### src/rtl/multicycle_control.sv
// Multicycle RV-style control unit: one FSM walks each instruction through
// fetch, decode, execute / memory / branch and write-back, and drives the
// datapath enables and mux selects from the current state.
module multicycle_control (
  input  logic       clk,
  input  logic       reset,
  input  logic [6:0] opcode,
  input  logic [2:0] funct3,
  input  logic       funct7_5,
  input  logic       zero,
  input  logic       mem_ready,
  output logic       pc_write,
  output logic       ir_write,
  output logic       mem_read,
  output logic       mem_write,
  output logic       reg_write,
  output logic       mem_addr_sel,
  output logic       wb_sel,
  output logic       alu_src_a,
  output logic [1:0] alu_src_b,
  output logic [3:0] alu_op,
  output logic       pc_src,
  output logic       illegal,
  output logic [3:0] state
);

  typedef enum logic [3:0] {
    S_FETCH    = 4'd0,
    S_DECODE   = 4'd1,
    S_MEM_ADDR = 4'd2,
    S_MEM_RD   = 4'd3,
    S_MEM_WB   = 4'd4,
    S_MEM_WR   = 4'd5,
    S_EXEC     = 4'd6,
    S_ALU_WB   = 4'd7,
    S_BRANCH   = 4'd8,
    S_TRAP     = 4'd9
  } state_t;

  localparam logic [6:0] OP_LOAD   = 7'b0000011;
  localparam logic [6:0] OP_STORE  = 7'b0100011;
  localparam logic [6:0] OP_R      = 7'b0110011;
  localparam logic [6:0] OP_I      = 7'b0010011;
  localparam logic [6:0] OP_BRANCH = 7'b1100011;

  localparam logic [3:0] ALU_AND = 4'b0000;
  localparam logic [3:0] ALU_OR  = 4'b0001;
  localparam logic [3:0] ALU_ADD = 4'b0010;
  localparam logic [3:0] ALU_SUB = 4'b0110;

  state_t cur;
  state_t nxt;

  logic is_ld;
  logic is_sd;
  logic is_r;
  logic is_i;
  logic is_beq;
  logic alu_legal;
  logic [3:0] alu_dec;

  // ALU operation for R/I-type; SUB only exists in the register form
  function automatic logic [3:0] alu_decode(input logic [2:0] f3,
                                            input logic       f7_5,
                                            input logic       rtype);
    logic [3:0] op;
    op = ALU_ADD;
    case (f3)
      3'b000:  op = (rtype && f7_5) ? ALU_SUB : ALU_ADD;
      3'b111:  op = ALU_AND;
      3'b110:  op = ALU_OR;
      default: op = ALU_ADD;
    endcase
    return op;
  endfunction

  assign is_ld     = (opcode == OP_LOAD)   && (funct3 == 3'b011);
  assign is_sd     = (opcode == OP_STORE)  && (funct3 == 3'b011);
  assign is_r      = (opcode == OP_R);
  assign is_i      = (opcode == OP_I);
  assign is_beq    = (opcode == OP_BRANCH) && (funct3 == 3'b000);
  assign alu_legal = (funct3 == 3'b000) || (funct3 == 3'b111) || (funct3 == 3'b110);
  assign alu_dec   = alu_decode(funct3, funct7_5, is_r);
  assign state     = cur;

  // Next-state selection; encodings outside the defined set fall into TRAP
  always_comb begin
    nxt = S_TRAP;
    case (cur)
      S_FETCH:    nxt = mem_ready ? S_DECODE : S_FETCH;
      S_DECODE: begin
        if (is_ld || is_sd)     nxt = S_MEM_ADDR;
        else if (is_r || is_i)  nxt = S_EXEC;
        else if (is_beq)        nxt = S_BRANCH;
        else                    nxt = S_TRAP;
      end
      S_MEM_ADDR: nxt = (opcode == OP_STORE) ? S_MEM_WR : S_MEM_RD;
      S_MEM_RD:   nxt = mem_ready ? S_MEM_WB : S_MEM_RD;
      S_MEM_WB:   nxt = S_FETCH;
      S_MEM_WR:   nxt = mem_ready ? S_FETCH : S_MEM_WR;
      S_EXEC:     nxt = alu_legal ? S_ALU_WB : S_TRAP;
      S_ALU_WB:   nxt = S_FETCH;
      S_BRANCH:   nxt = S_FETCH;
      S_TRAP:     nxt = S_TRAP;
      default:    nxt = S_TRAP;
    endcase
  end

  // State register and sticky illegal flag; reset overrides every transition
  always_ff @(posedge clk) begin
    if (reset) begin
      cur     <= S_FETCH;
      illegal <= 1'b0;
    end else begin
      cur <= nxt;
      if (nxt == S_TRAP) illegal <= 1'b1;
    end
  end

  // Datapath controls decoded from the current state (plus handshake/zero)
  always_comb begin
    pc_write     = 1'b0;
    ir_write     = 1'b0;
    mem_read     = 1'b0;
    mem_write    = 1'b0;
    reg_write    = 1'b0;
    mem_addr_sel = 1'b0;
    wb_sel       = 1'b0;
    alu_src_a    = 1'b0;
    alu_src_b    = 2'b00;
    alu_op       = ALU_ADD;
    pc_src       = 1'b0;
    case (cur)
      S_FETCH: begin
        mem_read = 1'b1;
        if (mem_ready) begin
          ir_write  = 1'b1;
          pc_write  = 1'b1;
          alu_src_b = 2'b01;
        end
      end
      S_MEM_ADDR: begin
        alu_src_a = 1'b1;
        alu_src_b = 2'b10;
      end
      S_MEM_RD: begin
        mem_read     = 1'b1;
        mem_addr_sel = 1'b1;
      end
      S_MEM_WB: begin
        reg_write = 1'b1;
        wb_sel    = 1'b1;
      end
      S_MEM_WR: begin
        mem_write    = 1'b1;
        mem_addr_sel = 1'b1;
      end
      S_EXEC: begin
        alu_src_a = 1'b1;
        alu_src_b = is_i ? 2'b10 : 2'b00;
        alu_op    = alu_legal ? alu_dec : ALU_ADD;
      end
      S_ALU_WB: begin
        reg_write = 1'b1;
      end
      S_BRANCH: begin
        alu_src_a = 1'b1;
        alu_op    = ALU_SUB;
        pc_src    = 1'b1;
        pc_write  = zero;
      end
      default: ;
    endcase
  end

endmodule

### config.mk
export PLATFORM = sky130hd
export DESIGN_NAME = multicycle_control
export DESIGN_NICKNAME = d
export VERILOG_FILES = /design/src/rtl/multicycle_control.sv
export SDC_FILE = /design/constraint.sdc
export NUM_CORES = 1
export LEC_CHECK = 0
export ABC_AREA = 0
export BUFFER_PORTS_ARGS = -buffer_cell sky130_fd_sc_hd__buf_2
export CORE_MARGIN = 3
export CORE_UTILIZATION = 40
export DETAILED_ROUTE_END_ITERATION = 10
export GPL_ROUTABILITY_DRIVEN = 0
export PLACE_DENSITY = 0.76
export SLEW_MARGIN = 20
export SYNTH_ARGS = -nofsm -noshare
export SYNTH_HDL_FRONTEND = slang
export SYNTH_SLANG_ARGS = --single-unit
### constraint.sdc
create_clock -name clk -period 1.92 [get_ports clk]
set_clock_uncertainty 0.1 [all_clocks]
set_input_delay 0.384 -clock clk [delete_from_list [all_inputs] [get_ports clk]]
set_output_delay 0.384 -clock clk [all_outputs]
set_load 0.05 [all_outputs]
==> key figures <==
Timing
  – Minimum clock period: 1910 ps
  – Highest Clock Rate: 0.524 GHz
  – Setup TNS: 0 ps
  – RSZ-0062 raised after global routing: yes
  – Crit share post-route: 0.995
  – Fin. max-slew vios: 0
  – Final setup viols: 0
  – Hold Vio Cnt, Final: 0
  – Final worst slack: 10.1 ps

Place
  – Pre-CTS worst setup slack: -122 ps
  – IO buf count: 33
  – Placed cell areas: 868 um^2
  – HPWL after DPL: 1.35 mm

Finish
  – Footprint of the multi-input gates: 518 um^2
  – Filler cells: 65
  – Layout Nets: 143
  – Most frequent cells in the layout: buf_2, buf_4, clkbuf_4
  – Most common cell after layout, fill and taps aside: buf_2
  – Final Core Density: 0.886
  – Area growth from synthesis to layout: 94.0%
  – Antenna cells: 0
  – Register area: 115 um^2
  – Fin area: 0.00105 mm^2
  – Share of layout cells above drive strength 1: 0.630

GRT
  – Largest net degree at the start of global routing: 15
  – Vias in the first global route: 695
  – GRT Overall Usage: 0.208
  – Global route total overflow: 0
  – First-pass GRT wire length: 3.03 mm
  – Antenna violations before repair: 0

Floorplan
  – CORE AREA: 0.00119 mm^2
  – Initial cell density of the core: 0.457
  – Die Y: 42.8 um
  – Die width: 42.8 um
  – Die area: 0.00183 mm^2
  – # rows: 12
  – I/O pins: 35

Worst hold path
  – Tightest Hold Check Type: in -> reg

Clock network
  – Clk Latency, worst-skew pair: 250 ps
  – Clk sink count: 5
  – CTS Buf Count: 3
  – CTS max path bufs: 2
  – Hold_buf cts: 0
  – H-tree levels: 1
  – Clock root cell: clkbuf_4
  – Clk slew on worst S/H paths: 50 ps
  – CTS tree: yes

Synthesis
  – Ys Warns: 0
  – Post-synthesis cell area: 542 um^2
  – Synth Instances: 76
  – Syn_nets: 91
  – Sequential share of the synthesized area: 0.185
  – Unique masters post-synth: 37
  – Syn avg cell area: 7.13 um^2
  – Post-synthesis sequential element count: 5

Setup path
  – Critical path type: reg -> out
  – Worst path cell trace: buf_6 > nor4_4 > a21o_4 > buf_4
  – CP Data Required Time: 1440 ps
  – WP data arrival: 1430 ps
  – Startpoint Class: register
  – Critical-path top delay cell: dfxtp_4
  – CP Max Fanout: 5
  – Worst setup EP type: primary output
  – CP max stage delay: 360 ps

Detailed routing
  – DRC: 0
  – Post-route antenna net violation count: 0
  – Vias per cell: 5.74
  – DRT Wirelength: 2.12 mm
  – Drt first pass iters: 5
  – Starting DRT DRC Count: 34
  – Vias post-DR: 809
  – Per-cell routed wire length: 15.0 um

Power
  – Max IR drop VDD: 431 uV
  – Static leakage: 0.000508 uW
  – Sw power: 249 uW
  – Seq pwr share: 0.220
  – Power Density: 512 mW/mm^2
  – Switching Share: 0.463
  – Clk network pwr share: 0.242
  – Combinational share of power: 0.538
  – Cell internal pwr: 289 uW

Flow run
  – Max-cap violation count: 0

Outcome
  – Status: finished, final reports clean
## power by group through the flow
stage / Clock (uW) / Combinational [uW] / Sequential (uW)
finish: 130 / 290 / 118
global route: 135 / 305 / 119
CTS: 132 / 270 / 120
detailed placement: 0 / 260 / 123
global placement: 0 / 256 / 122
floorplan: 0 / 168 / 153
## through the flow
stage | power, uW | hold WS (ps) | instances
after global placement | 378 | 348 | 129
after detailed placement | 382 | 354 | 129
after CTS | 521 | 230 | 135
after floorplan | 321 | 347 | 76
after global routing | 559 | 248 | 141
final | 538 | 240 | 141
## path summary, 6_finish.rpt
path             from        to  slack (ps)  cells past startpoint
max reg2reg  state[0]   illegal         190                      5
max          state[2]  pc_write          10                      4
min             reset  state[2]         240                      2
min reg2reg   illegal   illegal         380                      1
## flip-flops by register name, indices dropped and copies added (netlist names)
register  flops
state         4
illegal       1
## Yosys cell counts (all sizes together)
master   n  share of area
nor4     2          0.023
o21bai   1          0.014
nand3    2          0.018
a32oi    1          0.016
a21o     1          0.014
and3b    2          0.032
a21oi    5          0.053
nand2b   3          0.039
o31ai    1          0.014
a222oi   1          0.018
and2     2          0.025
nand4b   1          0.016
or3      1          0.012
inv      3          0.021
a32o     1          0.018
nor3     7          0.074
conb     1         0.0069
o2111ai  1          0.016
and4bb   1          0.023
o21ai    4          0.037
and3     3          0.035
nand4    2          0.023
nand2    4          0.028
a22o     1          0.016
xor2     1          0.016
nor2b    3          0.035
nor3b    2          0.028
o211ai   1          0.023
dfxtp    5           0.18
nor2     8          0.060
buf      5          0.060
## kinds of logic (layout without fill, tap and decap cells)
group	after synthesis	after routing	synth area share
compound gates	18	18	0.240
xor+xnor	1	1	0.0162
buf+inv	8	59	0.0808
flops	5	5	0.185
other cells	1	1	0.00692
simple gates	43	43	0.471
## critical path, delay by kind of cell, from the launching register on
| family | cells | cell delay [ps] |
|---|---|---|
| compound gates | 1 | 170 |
| buf+inv | 2 | 320 |
| flops | 1 | 360 |
| simple gates | 1 | 340 |
## what timing repair did
item | in CTS | in global routing
resized for setup | 15 | 11
pin swaps | 8 | 5
endpoints found under the setup margin | 5 | 7
buffers inserted | 2 | 6
## metal layers
| metal | wire length, um | part of all wire | global-route usage |
|---|---|---|---|
| met1 | 847 | 0.40 | 0.228 |
| met2 | 1100 | 0.52 | 0.398 |
| met3 | 138 | 0.065 | 0.0297 |
| met4 | 40 | 0.019 | 0.0621 |
| met5 | 0 | 0 | 0 |
## layout make-up
type | instances | share of cell area
multi-input combinational | 63 | 0.493
timing repair buffer | 52 | 0.343
sequential | 5 | 0.110
clock buffer | 4 | 0.0250
tap | 14 | 0.0167
inverter | 3 | 0.0131
(Power assumes the default switching activity.)
